**config.mk**
```make
export PLATFORM = sky130hd
export DESIGN_NAME = axis_rti_accumulator
export DESIGN_NICKNAME = d
export VERILOG_FILES = /design/src/rtl/rti_pkg.sv /design/src/rtl/rti_rmw_pipe.sv /design/src/rtl/axis_rti_accumulator.sv
export SDC_FILE = /design/constraint.sdc
export NUM_CORES = 1
export LEC_CHECK = 0
export CAP_MARGIN = 20
export CORE_ASPECT_RATIO = 0.7
export CORE_MARGIN = 4
export CORE_UTILIZATION = 35
export DETAILED_ROUTE_END_ITERATION = 6
export REMOVE_ABC_BUFFERS = 1
export SETUP_SLACK_MARGIN = 0.3
export SLEW_MARGIN = 30
export SYNTH_ARGS = -nofsm -noshare
export SYNTH_HDL_FRONTEND = slang
export SYNTH_SLANG_ARGS = --single-unit
```
**constraint.sdc**
```tcl
create_clock -name clk -period 16.1 [get_ports clk]
set_input_delay 2.415 -clock clk [delete_from_list [all_inputs] [get_ports clk]]
set_output_delay 2.415 -clock clk [all_outputs]
set_load 0.02 [all_outputs]
```
**src/rtl/rti_pkg.sv**
```systemverilog
// Shared widths, FSM encoding and the saturating accumulate helper for the
// range-time-intensity accumulator.
package rti_pkg;

  localparam int unsigned ADDR_WIDTH   = 12;
  localparam int unsigned DATA_WIDTH   = 48;
  localparam int unsigned IN_WIDTH     = 32;
  localparam int unsigned BINS_WIDTH   = ADDR_WIDTH + 1;
  localparam int unsigned CHIRPS_WIDTH = 16;
  localparam int unsigned FRAME_WIDTH  = 16;
  localparam int unsigned SUM_WIDTH    = DATA_WIDTH + 1;

  typedef enum logic [1:0] {
    ST_ACCUM = 2'd0,
    ST_DRAIN = 2'd1,
    ST_DUMP  = 2'd2
  } rti_state_e;

  typedef struct packed {
    logic                  ovf;
    logic [DATA_WIDTH-1:0] sum;
  } sat_sum_t;

  // Unsigned base + magnitude, clamped to all-ones when the carry escapes.
  function automatic sat_sum_t sat_add(input logic [DATA_WIDTH-1:0] base,
                                       input logic [IN_WIDTH-1:0]   mag);
    logic [SUM_WIDTH-1:0] full;
    sat_sum_t             res;
    full    = {1'b0, base} + SUM_WIDTH'(mag);
    res.ovf = full[DATA_WIDTH];
    res.sum = res.ovf ? {DATA_WIDTH{1'b1}} : full[DATA_WIDTH-1:0];
    return res;
  endfunction

endpackage

```
**src/rtl/rti_rmw_pipe.sv**
```systemverilog
// One-stage read-modify-write pipe: read issued on accept, saturating add and
// BRAM write one cycle later, with forwarding for same-address back-to-back beats.
module rti_rmw_pipe
  import rti_pkg::*;
(
  input  logic                  clk,
  input  logic                  rst,
  input  logic                  in_valid_i,
  input  logic [ADDR_WIDTH-1:0] in_addr_i,
  input  logic [IN_WIDTH-1:0]   in_data_i,
  input  logic                  in_first_i,
  output logic                  rd_en_o,
  output logic [ADDR_WIDTH-1:0] rd_addr_o,
  input  logic [DATA_WIDTH-1:0] rd_data_i,
  output logic                  wr_en_o,
  output logic [ADDR_WIDTH-1:0] wr_addr_o,
  output logic [DATA_WIDTH-1:0] wr_data_o,
  output logic                  ovf_o
);

  logic                  stg_vld_q;
  logic [ADDR_WIDTH-1:0] stg_addr_q;
  logic [IN_WIDTH-1:0]   stg_data_q;
  logic                  stg_first_q;
  logic                  fwd_vld_q;
  logic [ADDR_WIDTH-1:0] fwd_addr_q;
  logic [DATA_WIDTH-1:0] fwd_sum_q;
  logic [DATA_WIDTH-1:0] base;
  sat_sum_t              sat;

  assign rd_en_o   = in_valid_i;
  assign rd_addr_o = in_addr_i;

  // First chirp overwrites; a write to the same bin last cycle is not yet visible on doa.
  always_comb begin
    base = rd_data_i;
    if (stg_first_q) begin
      base = '0;
    end else if (fwd_vld_q && (fwd_addr_q == stg_addr_q)) begin
      base = fwd_sum_q;
    end
    sat = sat_add(base, stg_data_q);
  end

  assign wr_en_o   = stg_vld_q;
  assign wr_addr_o = stg_addr_q;
  assign wr_data_o = sat.sum;
  assign ovf_o     = stg_vld_q & sat.ovf;

  always_ff @(posedge clk or posedge rst) begin
    if (rst) begin
      stg_vld_q   <= 1'b0;
      stg_addr_q  <= '0;
      stg_data_q  <= '0;
      stg_first_q <= 1'b0;
      fwd_vld_q   <= 1'b0;
      fwd_addr_q  <= '0;
      fwd_sum_q   <= '0;
    end else begin
      stg_vld_q <= in_valid_i;
      if (in_valid_i) begin
        stg_addr_q  <= in_addr_i;
        stg_data_q  <= in_data_i;
        stg_first_q <= in_first_i;
      end
      fwd_vld_q  <= stg_vld_q;
      fwd_addr_q <= stg_addr_q;
      fwd_sum_q  <= sat.sum;
    end
  end

endmodule

```
**src/rtl/axis_rti_accumulator.sv**
```systemverilog
// RTI frame accumulator: sums per-chirp range bins into external BRAM, then
// streams the frame out on AXI-Stream and starts the next frame.
module axis_rti_accumulator
  import rti_pkg::*;
(
  input  logic                    clk,
  input  logic                    rst,
  input  logic [BINS_WIDTH-1:0]   cfg_bins,
  input  logic [CHIRPS_WIDTH-1:0] cfg_chirps,
  input  logic [IN_WIDTH-1:0]     s_axis_tdata,
  input  logic                    s_axis_tvalid,
  output logic                    s_axis_tready,
  input  logic                    s_axis_tlast,
  output logic [DATA_WIDTH-1:0]   m_axis_tdata,
  output logic                    m_axis_tvalid,
  input  logic                    m_axis_tready,
  output logic                    m_axis_tlast,
  output logic                    bram_ena,
  output logic [ADDR_WIDTH-1:0]   bram_addra,
  input  logic [DATA_WIDTH-1:0]   bram_doa,
  output logic                    bram_enb,
  output logic                    bram_web,
  output logic [ADDR_WIDTH-1:0]   bram_addrb,
  output logic [DATA_WIDTH-1:0]   bram_dib,
  output logic                    bram_wea,
  output logic                    err_framing,
  output logic                    err_overflow,
  output logic [FRAME_WIDTH-1:0]  frame_count
);

  rti_state_e              state_q;
  logic [BINS_WIDTH-1:0]   bins_q;
  logic [CHIRPS_WIDTH-1:0] chirps_q;
  logic [ADDR_WIDTH-1:0]   bin_cnt_q;
  logic [CHIRPS_WIDTH-1:0] chirp_cnt_q;
  logic                    tready_q;
  logic [ADDR_WIDTH-1:0]   rd_addr_q;
  logic                    rd_pending_q;
  logic                    m_tvalid_q;
  logic                    m_tlast_q;
  logic                    err_framing_q;
  logic                    err_overflow_q;
  logic [FRAME_WIDTH-1:0]  frame_count_q;

  logic                  accept;
  logic                  last_bin;
  logic                  last_chirp;
  logic                  dump_rd;
  logic                  dump_last_rd;
  logic                  out_hs;
  logic                  frame_done;
  logic                  cfg_load;
  logic                  pipe_rd_en;
  logic [ADDR_WIDTH-1:0] pipe_rd_addr;
  logic                  pipe_wr_en;
  logic                  pipe_ovf;

  assign accept       = s_axis_tvalid & tready_q;
  assign last_bin     = (BINS_WIDTH'(bin_cnt_q) == (bins_q - BINS_WIDTH'(1)));
  assign last_chirp   = (chirp_cnt_q == (chirps_q - CHIRPS_WIDTH'(1)));
  assign dump_rd      = (state_q == ST_DUMP) & rd_pending_q & (~m_tvalid_q | m_axis_tready);
  assign dump_last_rd = (BINS_WIDTH'(rd_addr_q) == (bins_q - BINS_WIDTH'(1)));
  assign out_hs       = m_tvalid_q & m_axis_tready;
  assign frame_done   = out_hs & m_tlast_q;

  // Config tracks the inputs only while no frame is in progress.
  assign cfg_load = ((state_q == ST_ACCUM) && (chirp_cnt_q == '0) && (bin_cnt_q == '0) && !accept)
                    || frame_done;

  rti_rmw_pipe u_rmw (
    .clk        (clk),
    .rst        (rst),
    .in_valid_i (accept),
    .in_addr_i  (bin_cnt_q),
    .in_data_i  (s_axis_tdata),
    .in_first_i (chirp_cnt_q == '0),
    .rd_en_o    (pipe_rd_en),
    .rd_addr_o  (pipe_rd_addr),
    .rd_data_i  (bram_doa),
    .wr_en_o    (pipe_wr_en),
    .wr_addr_o  (bram_addrb),
    .wr_data_o  (bram_dib),
    .ovf_o      (pipe_ovf)
  );

  assign bram_ena      = pipe_rd_en | dump_rd;
  assign bram_addra    = dump_rd ? rd_addr_q : pipe_rd_addr;
  assign bram_enb      = pipe_wr_en;
  assign bram_web      = pipe_wr_en;
  assign bram_wea      = 1'b0;
  assign s_axis_tready = tready_q;
  assign m_axis_tdata  = m_tvalid_q ? bram_doa : '0;
  assign m_axis_tvalid = m_tvalid_q;
  assign m_axis_tlast  = m_tlast_q;
  assign err_framing   = err_framing_q;
  assign err_overflow  = err_overflow_q;
  assign frame_count   = frame_count_q;

  always_ff @(posedge clk or posedge rst) begin
    if (rst) begin
      state_q        <= ST_ACCUM;
      bins_q         <= '0;
      chirps_q       <= '0;
      bin_cnt_q      <= '0;
      chirp_cnt_q    <= '0;
      tready_q       <= 1'b0;
      rd_addr_q      <= '0;
      rd_pending_q   <= 1'b0;
      m_tvalid_q     <= 1'b0;
      m_tlast_q      <= 1'b0;
      err_framing_q  <= 1'b0;
      err_overflow_q <= 1'b0;
      frame_count_q  <= '0;
    end else begin
      if (cfg_load) begin
        bins_q   <= cfg_bins;
        chirps_q <= cfg_chirps;
      end
      if (pipe_ovf) begin
        err_overflow_q <= 1'b1;
      end
      case (state_q)
        ST_ACCUM: begin
          tready_q <= 1'b1;
          if (accept) begin
            if (s_axis_tlast != last_bin) begin
              err_framing_q <= 1'b1;
            end
            if (last_bin) begin
              bin_cnt_q <= '0;
              if (last_chirp) begin
                chirp_cnt_q <= '0;
                tready_q    <= 1'b0;
                state_q     <= ST_DRAIN;
              end else begin
                chirp_cnt_q <= chirp_cnt_q + CHIRPS_WIDTH'(1);
              end
            end else begin
              bin_cnt_q <= bin_cnt_q + ADDR_WIDTH'(1);
            end
          end
        end
        // The final write lands during this cycle, so the dump may read next cycle.
        ST_DRAIN: begin
          rd_addr_q    <= '0;
          rd_pending_q <= 1'b1;
          state_q      <= ST_DUMP;
        end
        ST_DUMP: begin
          if (dump_rd) begin
            m_tvalid_q <= 1'b1;
            m_tlast_q  <= dump_last_rd;
            rd_addr_q  <= rd_addr_q + ADDR_WIDTH'(1);
            if (dump_last_rd) begin
              rd_pending_q <= 1'b0;
            end
          end else if (out_hs) begin
            m_tvalid_q <= 1'b0;
            m_tlast_q  <= 1'b0;
          end
          if (frame_done) begin
            frame_count_q <= frame_count_q + FRAME_WIDTH'(1);
            tready_q      <= 1'b1;
            state_q       <= ST_ACCUM;
          end
        end
        default: state_q <= ST_ACCUM;
      endcase
    end
  end

endmodule

```
# Word-level counts from Yosys, hierarchy flattened
# Cells that the tools add are included.
# totals
elab_cells	95
input_bits	114
regBits	200
# op_classes
add_sub_neg	7
n_reduce_logical	21
n_eq_ne	13
n_bitwise	9
n_mux	25
# ops
cell	n
48-bit 2-to-1 mux	4
48-bit by 32-bit adder with 49-bit output	1
12-bit 2-to-1 mux	3
16-bit by 1-bit adder with 16-bit output (second input constant)	2
12-bit by 13-bit == test with 1-bit output	2
12-bit by 1-bit adder with 12-bit output (second input constant)	2
12-bit one-hot mux with 2 select lines	1
16-bit == test	1
16-bit zero test	1
16-bit 2-to-1 mux	1
16-bit by 1-bit subtractor with 16-bit output (second input constant)	1
13-bit by 1-bit subtractor with 13-bit output (second input constant)	1
12-bit == test	1
12-bit zero test	1
2-bit != test (second input constant)	6
2-bit AND reduction	5
1-bit 2-to-1 mux	9
3-bit AND reduction	3
2-bit 2-to-1 mux	4
1-bit AND	6
2-bit one-hot mux with 3 select lines	1
2-bit nonzero test	3
1-bit logical AND	4
1-bit one-hot mux with 2 select lines	2
9 further kinds	10

# Depth between registers and ports, before layout
# logic_depth
depth_word	6
depth_mapped	20

# Cells and area by module
# A second synthesis with hierarchy kept.
# unflattened
hier_cells	1364
hier_area_um2	13067.5
# by_module_without_submodules
mod	cells_each	seq_area_each_um2	area_each_um2	instances
rti_rmw_pipe	689	2677.6	6795.3	1
axis_rti_accumulator	675	2327.2	6272.3	1

# Least setup slack after synthesis
# Ideal clock, no wire load.
# synth_path
kind	flip-flop to output port
from	register u_rmw.stg_addr_q[3] (netlist: u_rmw.wr_addr_o[3])
to	output bram_dib[36]
t_required_ps	13685
arrival_time_ps	5435
slack_ps	8250
path_stages_with_launch	21
path_cell_list	dfrtp_1 > xnor2_1 > nand3_1 > nor4_2 > clkbuf_1 > buf_1 > buf_2 > buf_2 > mux2i_1 > nor2_1 > ha_1 > clkbuf_1 > a21oi_1 > and2_1 > nand3b_1 > a21oi_1 > a21oi_1 > o31ai_1 > clkbuf_1 > a31oi_1 > o21ai_0
# synth_via
elab_chain_len	6
# synth_rtl
element	line	rtl
from (decl)	rti_rmw_pipe.sv:22	logic [ADDR_WIDTH-1:0] stg_addr_q;
from (signal assigned)	rti_rmw_pipe.sv:62	stg_addr_q <= in_addr_i;
12-bit == test	rti_rmw_pipe.sv:39	end else if (fwd_vld_q && (fwd_addr_q == stg_addr_q)) begin
1-bit logical AND	rti_rmw_pipe.sv:39	
48-bit 2-to-1 mux	rti_rmw_pipe.sv:39	
48-bit 2-to-1 mux	rti_rmw_pipe.sv:37	if (stg_first_q) begin
48-bit by 32-bit adder with 49-bit output	rti_pkg.sv:29	full = {1'b0, base} + SUM_WIDTH'(mag);
48-bit 2-to-1 mux	rti_pkg.sv:31	res.sum = res.ovf ? {DATA_WIDTH{1'b1}} : full[DATA_WIDTH-1:0];
to (decl)	axis_rti_accumulator.sv:24	output logic [DATA_WIDTH-1:0] bram_dib,
# Every way passes these cells.

# Worst setup path in the final report
# layout_path
from	input bram_doa[0]
to	output bram_dib[14]
# layout_via
elab_chain_len	4
# layout_rtl
element	line	rtl
from (decl)	axis_rti_accumulator.sv:20	input logic [DATA_WIDTH-1:0] bram_doa,
48-bit 2-to-1 mux	rti_rmw_pipe.sv:39	
48-bit 2-to-1 mux	rti_rmw_pipe.sv:37	
48-bit by 32-bit adder with 49-bit output	rti_pkg.sv:29	
48-bit 2-to-1 mux	rti_pkg.sv:31	
# Every way passes these cells.

==> impl_summary.md <==
Timing
After routing, the total negative slack on setup checks comes to 0 ns. Setup violations remaining at the end of the flow were counted as 0. Counting I/O delays and the setup requirement, the final critical path takes between 9 and 10 ns. Setup slack on the critical path of the routed design comes to about 6.8 ns.

The post-route fraction of the period consumed by the critical path is approximately 58%. Setup repair after global routing left no endpoint under its margin. The timing-limited maximum frequency is about 110 MHz. The number of failing hold endpoints at the final stage came to 0. The normalized max-slew margin is just over 40%.

The final-layout worst hold slack is roughly 0.46 ns. The max-slew violation total from the final report is 0. At the pin with the least slew margin, the transition time is 0.882 ns. The worst clock skew on the final layout is around 0.012 ns.

Finish
Compared with the post-synthesis result, the final layout area differs by 28.6%. In the final layout, flip-flops and latches occupy between 5000 and 6000 µm². The final-layout fill cell count is 3425. The total area of multi-input combinational cells is roughly 7200 µm². With fillers left out, the area of the finished cells amounts to 16200 µm². The number of nets in the layout is 1708.

In the final layout, the share of cells above drive strength 1 is around a tenth. The final cell utilization of the core is 46.0%.

Synth
Yosys printed 0 warnings. Summed over all instances, the cell type with the most area after synthesis is sky130_fd_sc_hd__dfrtp_1. The fraction of the mapped netlist area in compound gates is roughly 12%. The area of the mapped netlist is around 13000 µm². The multiplexer fraction of the synthesized cell area is between 10 and 15%. By area the synthesized netlist is led by sky130_fd_sc_hd__dfrtp_1 40%, sky130_fd_sc_hd__mux2_2 7.1%, sky130_fd_sc_hd__xnor2_1 5.2%. Synthesis handed over a netlist of 1332 instances. In this run the biggest area consumer among cell types represents about two fifths of the synthesized area. Sequential cells were found to cover 39.8% of the synthesized design area. Counting flops and latches in the post-synthesis netlist gives 200. In the synthesized netlist the async set-or-reset flop fraction comes to between 90% and 100%. The number of synthesized flops with an enable pin is 0. Of the total synthesized cell area, the portion taken by XOR and XNOR cells is 9.40%. The share of synthesized cell area in full adder, half adder and majority cells is between 4 and 5%. In the synthesized netlist, the cells that appear most often are 200 x sky130_fd_sc_hd__dfrtp_1, 112 x sky130_fd_sc_hd__nand2_1, 108 x sky130_fd_sc_hd__nor2_1, 79 x sky130_fd_sc_hd__mux2_2, 75 x sky130_fd_sc_hd__xnor2_1. Yosys instantiated no cell more often than sky130_fd_sc_hd__dfrtp_1. The most used flip-flop cell after synthesis is sky130_fd_sc_hd__dfrtp_1. Averaged over all synthesized cells, the footprint is ~9.4 µm².

After synthesis, the largest family of logic cells by area is simple AND/OR/NAND/NOR gates. Summing the areas of all and, or, nand and nor instances in the mapped netlist gives between 20% and 30% of the synthesized area. In this run, distinct cell masters in the synthesized netlist total just under 80.

Power and ir drop
The combinational power share is 47.1%. Summed over all cells, the static leakage comes to roughly 0.0068 µW. Summed over all nets, the switching power comes to around 850 µW. The clock network burns approximately a fifth of the power. The switching portion of total power is between 40 and 50%.

VDD sags by at most around 0.071 mV. The power per unit of standard cell area is ~130 nW/µm². The internal power of the cells totals approximately 1200 µW. Of the total power, registers draw a little under a third.

Floorplan
In this run the standard cell core region covers around 35000 µm². The starting density of the core is between 30% and 40%. In this run the horizontal extent of the chip is 234 µm. The area of the die is roughly 39000 µm². The number of core rows is 57. In this run the count of I/O pins placed on the die edge is around 260. The floorplan step set the die height to 167 µm.

Routing
In the final routed layout, each cell accounts on average for between 15 and 20 µm. The number of design-rule violations left by the first detailed-router iteration is slightly below 900. The remaining number of nets flagged by the antenna check after routing is 0.

The count of TritonRoute iterations in the first routing pass is 4. After detailed routing, the number of remaining DRC violations is 0. The detailed-routed wire length on met3 is between 2000 and 3000 µm. For this block, wires on met1 add up to 19900 µm.

Summing over every cut layer, the via total after detailed routing is between 10000 and 15000. The uppermost layer routed is met5. The met2 layer wire length in the routed design is ~17000 µm.

The final wirelength is roughly 40000 µm. The mean number of vias per cell is 5.38.

Global route
The largest net degree at the start of global routing is 84. The first global-routing pass estimated about 63000 µm of wire. Summed over all layers, the global routing overflow is 0. The number of antenna violations at the first check in global routing was 3. For this run, the total global-route usage over all layers was measured as approximately a fifth. The via count of the first global-routing pass is ~11000.

Outcome
The flow ran to the end, and the final reports show no timing, DRC or antenna violations.

CTS
The clock insertion delay at the later pin of the skew report is 0.46 ns. Clock tree synthesis inserted a total of 17 buffers. The H-tree generated during clock tree synthesis spans 4 levels. For this design, the CTS-stage hold fixing added 0 buffers. Gates resized during post-CTS repair numbered 0.

The root buffer cell is sky130_fd_sc_hd__clkbuf_16. The CTS clock-pin slew for the worst setup and hold paths is around 0.080 ns. TritonCTS built the clock tree. Clock tree synthesis found a total of 200 sinks. The largest buffer count on any clock path is 2. The count of buffers added by post-CTS timing repair for setup is 0.

Critical path
The endpoint class of the critical path is an output port. The worst setup path endpoint is bram_dib[14]. Of all nets on the critical path, the largest fanout is 37. The critical path in this run is classified as input pin to output port. The critical path arrival is 6.91 ns.

The launch point of the worst reg-to-reg path is u_rmw.wr_addr_o[5]$_DFFE_PP0P_. The kind of start point of the critical path is an input pin. The register-to-register setup slack is around 10 ns.

Counting cells, the worst reg-to-reg path comes to 16. Data on the critical path is required at its endpoint by approximately 14 ns. The endpoint identified for the worst register-to-register timing path is u_rmw.fwd_sum_q[47]$_DFF_PP0_. The critical path startpoint is bram_doa[0].

Placed design
The last weighted congestion value of the routability-driven placer is 0.899. The minimum setup slack after placement is slightly below 7 ns. Port buffering added approximately 260 buffers. After detailed placement, the total cell area comes to about 16000 µm². Summed over all nets, the half-perimeter wirelength after detailed placement is ~30000 µm.

Run
The count of max-cap constraint violations is 0.

Hold path
The worst hold-check path type is flop to flop. The startpoint of the most critical hold path is u_rmw.wr_addr_o[8]$_DFFE_PP0P_.
==> worst min path at each step <==
| stage | end | cells past startpoint |
|---|---|---|
| floorplan | u_rmw.stg_data_q[0]$_DFFE_PP0P_ | 1 |
| global placement | err_framing$_DFFE_PP0P_ | 1 |
| detailed placement | u_rmw.fwd_addr_q[8]$_DFF_PP0_ | 0 |
| CTS | u_rmw.fwd_addr_q[8]$_DFF_PP0_ | 0 |
| global route | u_rmw.fwd_addr_q[8]$_DFF_PP0_ | 0 |
| finish | u_rmw.fwd_addr_q[8]$_DFF_PP0_ | 0 |
==> per-stage QoR <==
| stage | total power [µW] | instances |
|---|---|---|
| after floorplan | 1250 | 1266 |
| final | 2060 | 2039 |
| after detailed placement | 1630 | 2006 |
| after global placement | 1630 | 2006 |
| after global routing | 2190 | 2039 |
| after CTS | 2080 | 2038 |
==> registers in the layout (all words and copies together), names as in the netlist, 2 cells and up <==
name,flops
bins_q,13
u_rmw.wr_addr_o,12
u_rmw.fwd_addr_q,12
u_rmw.fwd_sum_q,48
state_q,2
frame_count,16
bin_cnt_q,12
chirp_cnt_q,16
u_rmw.stg_data_q,32
chirps_q,16
rd_addr_q,12
==> critical path, cell delays in order <==
cell,delay (ns)
sky130_fd_sc_hd__clkdlybuf4s50_1,0.51
sky130_fd_sc_hd__mux2i_1,0.08
sky130_fd_sc_hd__nor2_1,0.12
sky130_fd_sc_hd__ha_1,0.23
sky130_fd_sc_hd__fa_1,0.29
sky130_fd_sc_hd__a211oi_1,0.12
sky130_fd_sc_hd__o211ai_1,0.27
sky130_fd_sc_hd__nand3_1,0.18
sky130_fd_sc_hd__a21oi_1,0.44
sky130_fd_sc_hd__a21oi_1,0.26
sky130_fd_sc_hd__o31ai_2,0.26
sky130_fd_sc_hd__buf_4,0.24
sky130_fd_sc_hd__nand4_1,0.24
sky130_fd_sc_hd__buf_4,0.35
sky130_fd_sc_hd__o21ai_0,0.20
sky130_fd_sc_hd__clkdlybuf4s50_1,0.67
==> logic make-up after synthesis <==
| group | count (synthesis) |
|---|---|
| AO/OA/AOI/OAI | 228 |
| XOR/XNOR | 127 |
| adder cells (fa/ha/maj) | 41 |
| buffers and inverters | 95 |
| flip-flops | 200 |
| multiplexers | 130 |
| other | 1 |
| AND/OR/NAND/NOR | 510 |
==> routing by layer <==
metal | track usage (%) | vias up
li1 | - | 5196
met1 | 31.4 | 5416
met2 | 29.9 | 311
met3 | 4.87 | 39
met4 | 3.98 | 4
met5 | 0 | -
==> placed cells by master (no fill, tap or decap), types with 6 or more instances in the layout <==
master                              n
sky130_fd_sc_hd__and2_1            58
sky130_fd_sc_hd__xor2_1            47
sky130_fd_sc_hd__or3_1             13
sky130_fd_sc_hd__a211oi_1           7
sky130_fd_sc_hd__mux2i_1           51
sky130_fd_sc_hd__o31ai_1            6
sky130_fd_sc_hd__nand3b_1           6
sky130_fd_sc_hd__a21oi_1           48
sky130_fd_sc_hd__buf_4             11
sky130_fd_sc_hd__inv_1             27
sky130_fd_sc_hd__nor2b_1           10
sky130_fd_sc_hd__clkdlybuf4s50_1  257
sky130_fd_sc_hd__clkbuf_16         17
sky130_fd_sc_hd__mux2_2            79
sky130_fd_sc_hd__nand2b_1          11
sky130_fd_sc_hd__nor3_1            32
sky130_fd_sc_hd__or2_2              8
sky130_fd_sc_hd__nand2_1          112
sky130_fd_sc_hd__nor2_1           108
sky130_fd_sc_hd__and3_1            12
sky130_fd_sc_hd__ha_1              40
sky130_fd_sc_hd__a31oi_1           11
sky130_fd_sc_hd__o22ai_1            6
sky130_fd_sc_hd__dfrtp_1          198
sky130_fd_sc_hd__o21ai_0           71
sky130_fd_sc_hd__nor4_1            13
sky130_fd_sc_hd__nand4_1           29
sky130_fd_sc_hd__o211ai_1           9
sky130_fd_sc_hd__xnor2_1           75
sky130_fd_sc_hd__a21o_1            24
sky130_fd_sc_hd__nand3_1           63
==> area by class of cell <==
class | count | area share (%)
antenna | 1 | 0.0155
clock buffer | 18 | 2.72
clock inverter | 14 | 0.829
inverter | 29 | 0.736
multi-input combinational | 1037 | 44.6
sequential | 200 | 31.0
tap | 472 | 3.66
timing repair buffer | 268 | 16.4
==> power by group through the flow <==
stage	Combinational [µW]	Clock (µW)	Sequential, µW
after global routing	1050	467	671
after floorplan	600	0	649
after global placement	965	0	666
after detailed placement	966	0	668
final	971	432	659
after CTS	972	446	658
No activity file was read; power rests on OpenSTA's default activity.
